$ cat src/rtl/mem_access_ctrl_if.sv
// Bundle of pipeline request/response and data-memory port signals for mem_access_ctrl.
// Handshake: the pipeline raises req_valid and holds req_* stable while stall=1; completion is the one-cycle rsp_valid pulse.
interface mem_access_ctrl_if #(
   parameter int WORD_SIZE = 16,
   parameter int ADDR_SIZE = 11
);
   logic                   req_valid;
   logic                   req_write;
   logic                   req_double;
   logic [ADDR_SIZE-1:0]   req_addr;
   logic [2*WORD_SIZE-1:0] req_wdata;
   logic                   stall;
   logic                   rsp_valid;
   logic [2*WORD_SIZE-1:0] rsp_rdata;
   logic                   mem_read;
   logic                   mem_write;
   logic [ADDR_SIZE-1:0]   mem_addr;
   logic [WORD_SIZE-1:0]   mem_wd;
   logic [WORD_SIZE-1:0]   mem_rd;

   // master: pipeline plus data memory; slave: the access controller
   modport master (
      output req_valid, req_write, req_double, req_addr, req_wdata, mem_rd,
      input  stall, rsp_valid, rsp_rdata, mem_read, mem_write, mem_addr, mem_wd
   );

   modport slave (
      input  req_valid, req_write, req_double, req_addr, req_wdata, mem_rd,
      output stall, rsp_valid, rsp_rdata, mem_read, mem_write, mem_addr, mem_wd
   );
endinterface

$ cat src/rtl/mem_access_ctrl.sv
// Memory-stage initiator: sequences one single/double-word load or store into word accesses
// on a negedge-acting data memory, stalling the pipeline until the response pulse.
module mem_access_ctrl #(
   parameter int WORD_SIZE = 16,
   parameter int ADDR_SIZE = 11
) (
   input  logic                 clk,
   input  logic                 rst,
   mem_access_ctrl_if.slave     bus,
   output logic [1:0]           dbg_state
);

   typedef enum logic [1:0] {IDLE, ACC0, ACC1, DONE} state_e;

   state_e                 state_q, state_d;
   logic                   write_q, write_d;
   logic                   double_q, double_d;
   logic [ADDR_SIZE-1:0]   addr_q, addr_d;
   logic [2*WORD_SIZE-1:0] wdata_q, wdata_d;
   logic [WORD_SIZE-1:0]   word0_q, word0_d;
   logic                   mem_read_q, mem_read_d;
   logic                   mem_write_q, mem_write_d;
   logic [ADDR_SIZE-1:0]   mem_addr_q, mem_addr_d;
   logic [WORD_SIZE-1:0]   mem_wd_q, mem_wd_d;
   logic                   rsp_valid_q, rsp_valid_d;
   logic [2*WORD_SIZE-1:0] rsp_rdata_q, rsp_rdata_d;

   always_ff @(posedge clk) begin
      if (rst) begin
         state_q     <= IDLE;
         write_q     <= 1'b0;
         double_q    <= 1'b0;
         addr_q      <= '0;
         wdata_q     <= '0;
         word0_q     <= '0;
         mem_read_q  <= 1'b0;
         mem_write_q <= 1'b0;
         mem_addr_q  <= '0;
         mem_wd_q    <= '0;
         rsp_valid_q <= 1'b0;
         rsp_rdata_q <= '0;
      end else begin
         state_q     <= state_d;
         write_q     <= write_d;
         double_q    <= double_d;
         addr_q      <= addr_d;
         wdata_q     <= wdata_d;
         word0_q     <= word0_d;
         mem_read_q  <= mem_read_d;
         mem_write_q <= mem_write_d;
         mem_addr_q  <= mem_addr_d;
         mem_wd_q    <= mem_wd_d;
         rsp_valid_q <= rsp_valid_d;
         rsp_rdata_q <= rsp_rdata_d;
      end
   end

   always_comb begin
      state_d     = state_q;
      write_d     = write_q;
      double_d    = double_q;
      addr_d      = addr_q;
      wdata_d     = wdata_q;
      word0_d     = word0_q;
      mem_read_d  = mem_read_q;
      mem_write_d = mem_write_q;
      mem_addr_d  = mem_addr_q;
      mem_wd_d    = mem_wd_q;
      rsp_valid_d = 1'b0;
      rsp_rdata_d = rsp_rdata_q;
      case (state_q)
         IDLE: begin
            mem_read_d  = 1'b0;
            mem_write_d = 1'b0;
            if (bus.req_valid) begin
               write_d     = bus.req_write;
               double_d    = bus.req_double;
               addr_d      = bus.req_addr;
               wdata_d     = bus.req_wdata;
               mem_read_d  = !bus.req_write;
               mem_write_d = bus.req_write;
               mem_addr_d  = bus.req_addr;
               // Double stores send the high half first so it lands at the lower address
               mem_wd_d    = bus.req_double ? bus.req_wdata[2*WORD_SIZE-1:WORD_SIZE]
                                            : bus.req_wdata[WORD_SIZE-1:0];
               state_d     = ACC0;
            end
         end
         ACC0: begin
            if (!write_q) word0_d = bus.mem_rd;
            if (double_q) begin
               mem_addr_d = addr_q + ADDR_SIZE'(1);
               mem_wd_d   = wdata_q[WORD_SIZE-1:0];
               state_d    = ACC1;
            end else begin
               mem_read_d  = 1'b0;
               mem_write_d = 1'b0;
               rsp_valid_d = 1'b1;
               if (!write_q) rsp_rdata_d = {{WORD_SIZE{1'b0}}, bus.mem_rd};
               state_d     = DONE;
            end
         end
         ACC1: begin
            mem_read_d  = 1'b0;
            mem_write_d = 1'b0;
            rsp_valid_d = 1'b1;
            if (!write_q) rsp_rdata_d = {word0_q, bus.mem_rd};
            state_d     = DONE;
         end
         DONE: state_d = IDLE;
         default: state_d = IDLE;
      endcase
   end

   // DONE deliberately drops stall so the pipeline advances in the same cycle as rsp_valid
   assign bus.stall     = ((state_q == IDLE) && bus.req_valid) || (state_q == ACC0) || (state_q == ACC1);
   assign bus.rsp_valid = rsp_valid_q;
   assign bus.rsp_rdata = rsp_rdata_q;
   assign bus.mem_read  = mem_read_q;
   assign bus.mem_write = mem_write_q;
   assign bus.mem_addr  = mem_addr_q;
   assign bus.mem_wd    = mem_wd_q;
   assign dbg_state     = state_q;

endmodule

$ cat src/flat_wrapper.sv
// flat-port wrapper written by rule: the top's interface ports become plain ports
module mem_access_ctrl_flat 
#(
   parameter int WORD_SIZE = 16,
   parameter int ADDR_SIZE = 11
)
  (clk, rst, dbg_state, bus_req_valid, bus_req_write, bus_req_double, bus_req_addr, bus_req_wdata, bus_mem_rd, bus_stall, bus_rsp_valid, bus_rsp_rdata, bus_mem_read, bus_mem_write, bus_mem_addr, bus_mem_wd);
  mem_access_ctrl_if #(.WORD_SIZE(WORD_SIZE), .ADDR_SIZE(ADDR_SIZE)) bus_i ();
  input  logic clk;
  input  logic rst;
  output logic [1:0] dbg_state;
  input wire logic [$bits(bus_i.req_valid)-1:0] bus_req_valid;
  input wire logic [$bits(bus_i.req_write)-1:0] bus_req_write;
  input wire logic [$bits(bus_i.req_double)-1:0] bus_req_double;
  input wire logic [$bits(bus_i.req_addr)-1:0] bus_req_addr;
  input wire logic [$bits(bus_i.req_wdata)-1:0] bus_req_wdata;
  input wire logic [$bits(bus_i.mem_rd)-1:0] bus_mem_rd;
  output wire logic [$bits(bus_i.stall)-1:0] bus_stall;
  output wire logic [$bits(bus_i.rsp_valid)-1:0] bus_rsp_valid;
  output wire logic [$bits(bus_i.rsp_rdata)-1:0] bus_rsp_rdata;
  output wire logic [$bits(bus_i.mem_read)-1:0] bus_mem_read;
  output wire logic [$bits(bus_i.mem_write)-1:0] bus_mem_write;
  output wire logic [$bits(bus_i.mem_addr)-1:0] bus_mem_addr;
  output wire logic [$bits(bus_i.mem_wd)-1:0] bus_mem_wd;
  assign bus_i.req_valid = bus_req_valid;
  assign bus_i.req_write = bus_req_write;
  assign bus_i.req_double = bus_req_double;
  assign bus_i.req_addr = bus_req_addr;
  assign bus_i.req_wdata = bus_req_wdata;
  assign bus_i.mem_rd = bus_mem_rd;
  assign bus_stall = bus_i.stall;
  assign bus_rsp_valid = bus_i.rsp_valid;
  assign bus_rsp_rdata = bus_i.rsp_rdata;
  assign bus_mem_read = bus_i.mem_read;
  assign bus_mem_write = bus_i.mem_write;
  assign bus_mem_addr = bus_i.mem_addr;
  assign bus_mem_wd = bus_i.mem_wd;
  mem_access_ctrl #(.WORD_SIZE(WORD_SIZE), .ADDR_SIZE(ADDR_SIZE)) u_core (.clk(clk), .rst(rst), .bus(bus_i), .dbg_state(dbg_state));
endmodule
$ cat config.mk
export PLATFORM = sky130hd
export DESIGN_NAME = mem_access_ctrl_flat
export DESIGN_NICKNAME = d
export VERILOG_FILES = /design/src/rtl/mem_access_ctrl_if.sv /design/src/rtl/mem_access_ctrl.sv /design/src/flat_wrapper.sv
export SDC_FILE = /design/constraint.sdc
export NUM_CORES = 1
export LEC_CHECK = 0
export ABC_CLOCK_PERIOD_IN_PS = 5240
export BUFFER_PORTS_ARGS = -buffer_cell sky130_fd_sc_hd__buf_2
export CORE_MARGIN = 2
export CORE_UTILIZATION = 55
export CTS_CLUSTER_SIZE = 10
export DETAILED_ROUTE_END_ITERATION = 10
export PLACE_DENSITY = 0.88
export SLEW_MARGIN = 5
export SYNTH_ARGS = -nofsm -noshare
export SYNTH_HDL_FRONTEND = slang
export SYNTH_SLANG_ARGS = --single-unit
$ cat constraint.sdc
create_clock -name clk -period 5.24 [get_ports clk]
set_input_delay 1.048 -clock clk [delete_from_list [all_inputs] [get_ports clk]]
set_output_delay 1.048 -clock clk [all_outputs]
set_load 0.1 [all_outputs]
==> run summary <==
Die Wd: 94.65 um
Fin crit share: 0.6369
Slew Viols, Final: 0
Root buf cell: clkbuf_8
Worst setup EP type: output pin
Worst min path class: reg2reg
Hold Vio Cnt, Final: 0
Fmax: 299.6 MHz
Final net count: 728
Via count: 4243
Bufs and invs on worst path: 2
Worst-path maximum fanout: 26
Clk sinks: 109
EDFF count, synth: 0
Clk buf depth: 2
Drt drc: 0
M1 GR Usage: 0.3002
N_diodes: 0
Slowest cell on crit path: ha_1
Crit path largest cell delay: 0.79 ns
Setup TNS: 0 ns
Top delay family on crit path: adder cells
Clock skew: 0.01013 ns
Area leader, netlist: dfxtp_1
Slew at the pin with the worst max-slew slack: 1.135 ns
Cell chain of the critical path: inv_1 -> ha_1 -> or3_1 -> buf_2
Gpl congestion: 0.8622
Drt via density: 5.525
CTS clk-pin slew, worst paths: 0.11 ns
Crit path kind: reg2out
Area grow syn2layout: 17.50%
Avg Inst Size Synth: 8.099 um2
Synthesized area: 0.004519 mm2
First-pass GRT wire length: 17330 um
Synth unique cells: 44
Final instance area: 0.005310 mm2
Total grt overflow: 0
Yosys Warn Count: 0
TritonCTS clock tree: done
RSZ-0062 raised after global routing: false
Outcome: complete, no violations
Vias in the first global route: 3882
Worst EP arrival: 2.29 ns
Post-placement cell area: 0.005110 mm2
Hold buffers post-CTS: 0
Row count: 33
Cell count after synthesis: 558
PwrDens: 719.9 mW/mm2
Top FF cell, synth: dfxtp_1
Worst path required time: 4.19 ns
Initial drt markers: 275
Grt met3 use: 0.04629
Io pins: 129
Mean routed wirelength per cell: 14.15 um
# resized after CTS: 0
Core area: 0.008093 mm2
GR Layer Usage met2: 0.3954
Port Buffers: 128
Die Ht: 94.65 um
Yosys top cell area share: 0.4828
Final HPWL DP: 7422 um
Slew margin rel.: 0.2408
# H-tree levels: 3
Die Area: 0.008958 mm2
Post-CTS Setup Inserts: 0
GRT Total Usage: 0.2425
VDD IR max: 0.5191 mV
Pin count of the biggest net entering global routing: 111
Final wirelength: 10870 um
CTS Buf Count: 9
Endpoints failing setup: 0
First-pass DRT Iterations: 5
Max Cap Viol: 0
Initial antenna violation count: 0
Synth Register Bits: 109
Area contributors post-synth: dfxtp_1 48%, nand2_1 14%, a21oi_1 10%
Share of layout cells above drive strength 1: 0.2262
Routed Antenna Nets: 0
Leak: 2.284 nW
Crit path launch type: register
Syn nets: 628
Initial core utilization: 0.5584
Sequential share of the synthesized area: 0.4828
Final Critical Period: 3.337 ns
Asr flop ratio synth: 0
Busiest grt layer: met2
Clock latency on the worst-skew pair: 0.38 ns
-- through the flow --
stage / setup WS [ns] / power [mW] / utilization / hold WS [ns] / cells
final: 1.903 / 3.823 / 0.6562 / 0.4590 / 768
after global routing: 1.746 / 4.022 / 0.6562 / 0.4767 / 768
after CTS: 1.901 / 3.827 / 0.6562 / 0.4608 / 768
after detailed placement: 2.246 / 3.323 / 0.6314 / 0.4398 / 752
after global placement: 2.257 / 3.278 / 0.6314 / 0.4364 / 752
after floorplan: 1.504 / 3.010 / - / 0.4360 / 558
-- state kept, by name, summed over array words and instances (netlist names) --
signal,flops
u_core.double_q,1
u_core.write_q,1
u_core.addr_q,11
u_core.bus.mem_wd,16
u_core.word0_q,16
u_core.bus.rsp_valid,1
u_core.bus.mem_read,1
u_core.wdata_q,16
u_core.bus.mem_write,1
u_core.dbg_state,2
u_core.bus.mem_addr,11
u_core.bus.rsp_rdata,32
-- cell usage after synthesis (all sizes together) (3+ instances only) --
cell	number
a21oi	91
a22o	3
a22oi	16
and2	3
buf	20
clkbuf	20
dfxtp	109
ha	6
inv	5
mux2i	17
nand2	167
nand2b	5
nand3	10
nor2	28
nor3b	3
o211ai	17
o21ai	7
or3	3
-- routing by layer --
metal | up-vias | wire [um] | part of all wire
li1 | 2098 | - | -
met1 | 1964 | 4607 | 0.42
met2 | 156 | 5203 | 0.48
met3 | 25 | 769 | 0.071
met4 | 0 | 284 | 0.026
met5 | - | 0 | 0
-- path summary, 6_finish.rpt --
check	start	end	slack [ns]	depth (start not counted)
hold / removal	u_core.bus.rsp_rdata[13]	u_core.bus.rsp_rdata[13]	0.46	2
hold reg to reg	u_core.bus.rsp_rdata[13]	u_core.bus.rsp_rdata[13]	0.46	2
setup / recovery	u_core.dbg_state[1]	bus_stall	1.90	4
setup reg to reg	u_core.dbg_state[1]	u_core.word0_q[10]	2.37	6
-- where the power goes --
group          total, mW  switching, mW  leakage (nW)  internal [mW]
logic               2.14           1.75          1.29          0.393
registers           1.17          0.128         0.891           1.04
clock network      0.509          0.318         0.103          0.191
total               3.82           2.20          2.28           1.63
-- area by class of cell --
| type | count | area, um2 |
|---|---|---|
| clock inverter | 7 | 76.32 |
| inverter | 5 | 21.27 |
| tap | 105 | 131.4 |
| fill | 689 | 2783 |
| sequential | 109 | 2182 |
| multi-input combinational | 404 | 2125 |
| timing repair buffer | 129 | 650.6 |
| clock buffer | 9 | 123.9 |
-- worst register-to-register path: stages, from the launching register on --
cell and delay [ns]:
dfxtp_1 0.35, inv_1 0.12, ha_1 0.79, inv_4 0.31
nor2_1 0.91, nand2_1 0.16, a21oi_1 0.16
-- placed cells by master (no fill, tap or decap), drive strengths merged, types with 2 or more instances in the layout --
master / count
nor2b: 2
a211o: 2
a22oi: 16
clkbuf: 9
nor3: 2
nor3b: 3
o211ai: 17
xor2: 2
nand2: 167
nor2: 28
mux2i: 17
ha: 6
xnor2: 2
inv: 10
dfxtp: 109
buf: 129
and2: 3
a21o: 2
o21ai: 7
a311oi: 2
clkinv: 2
or3: 3
a211oi: 2
a22o: 3
nand2b: 5
nand4: 2
nand3: 10
nor4: 2
a21oi: 91
o31a: 2
-- logic make-up (layout without fill, tap and decap cells) --
group	count (synthesis)	in the layout	synth area share
buf+inv	45	150	0.04706
compound gates	147	147	0.1949
fa+ha+maj	6	6	0.01661
simple gates	230	230	0.2132
xor+xnor	4	4	0.007753
flops	109	109	0.4828
mux	17	17	0.03765
Power figures use the tool's default switching activity.
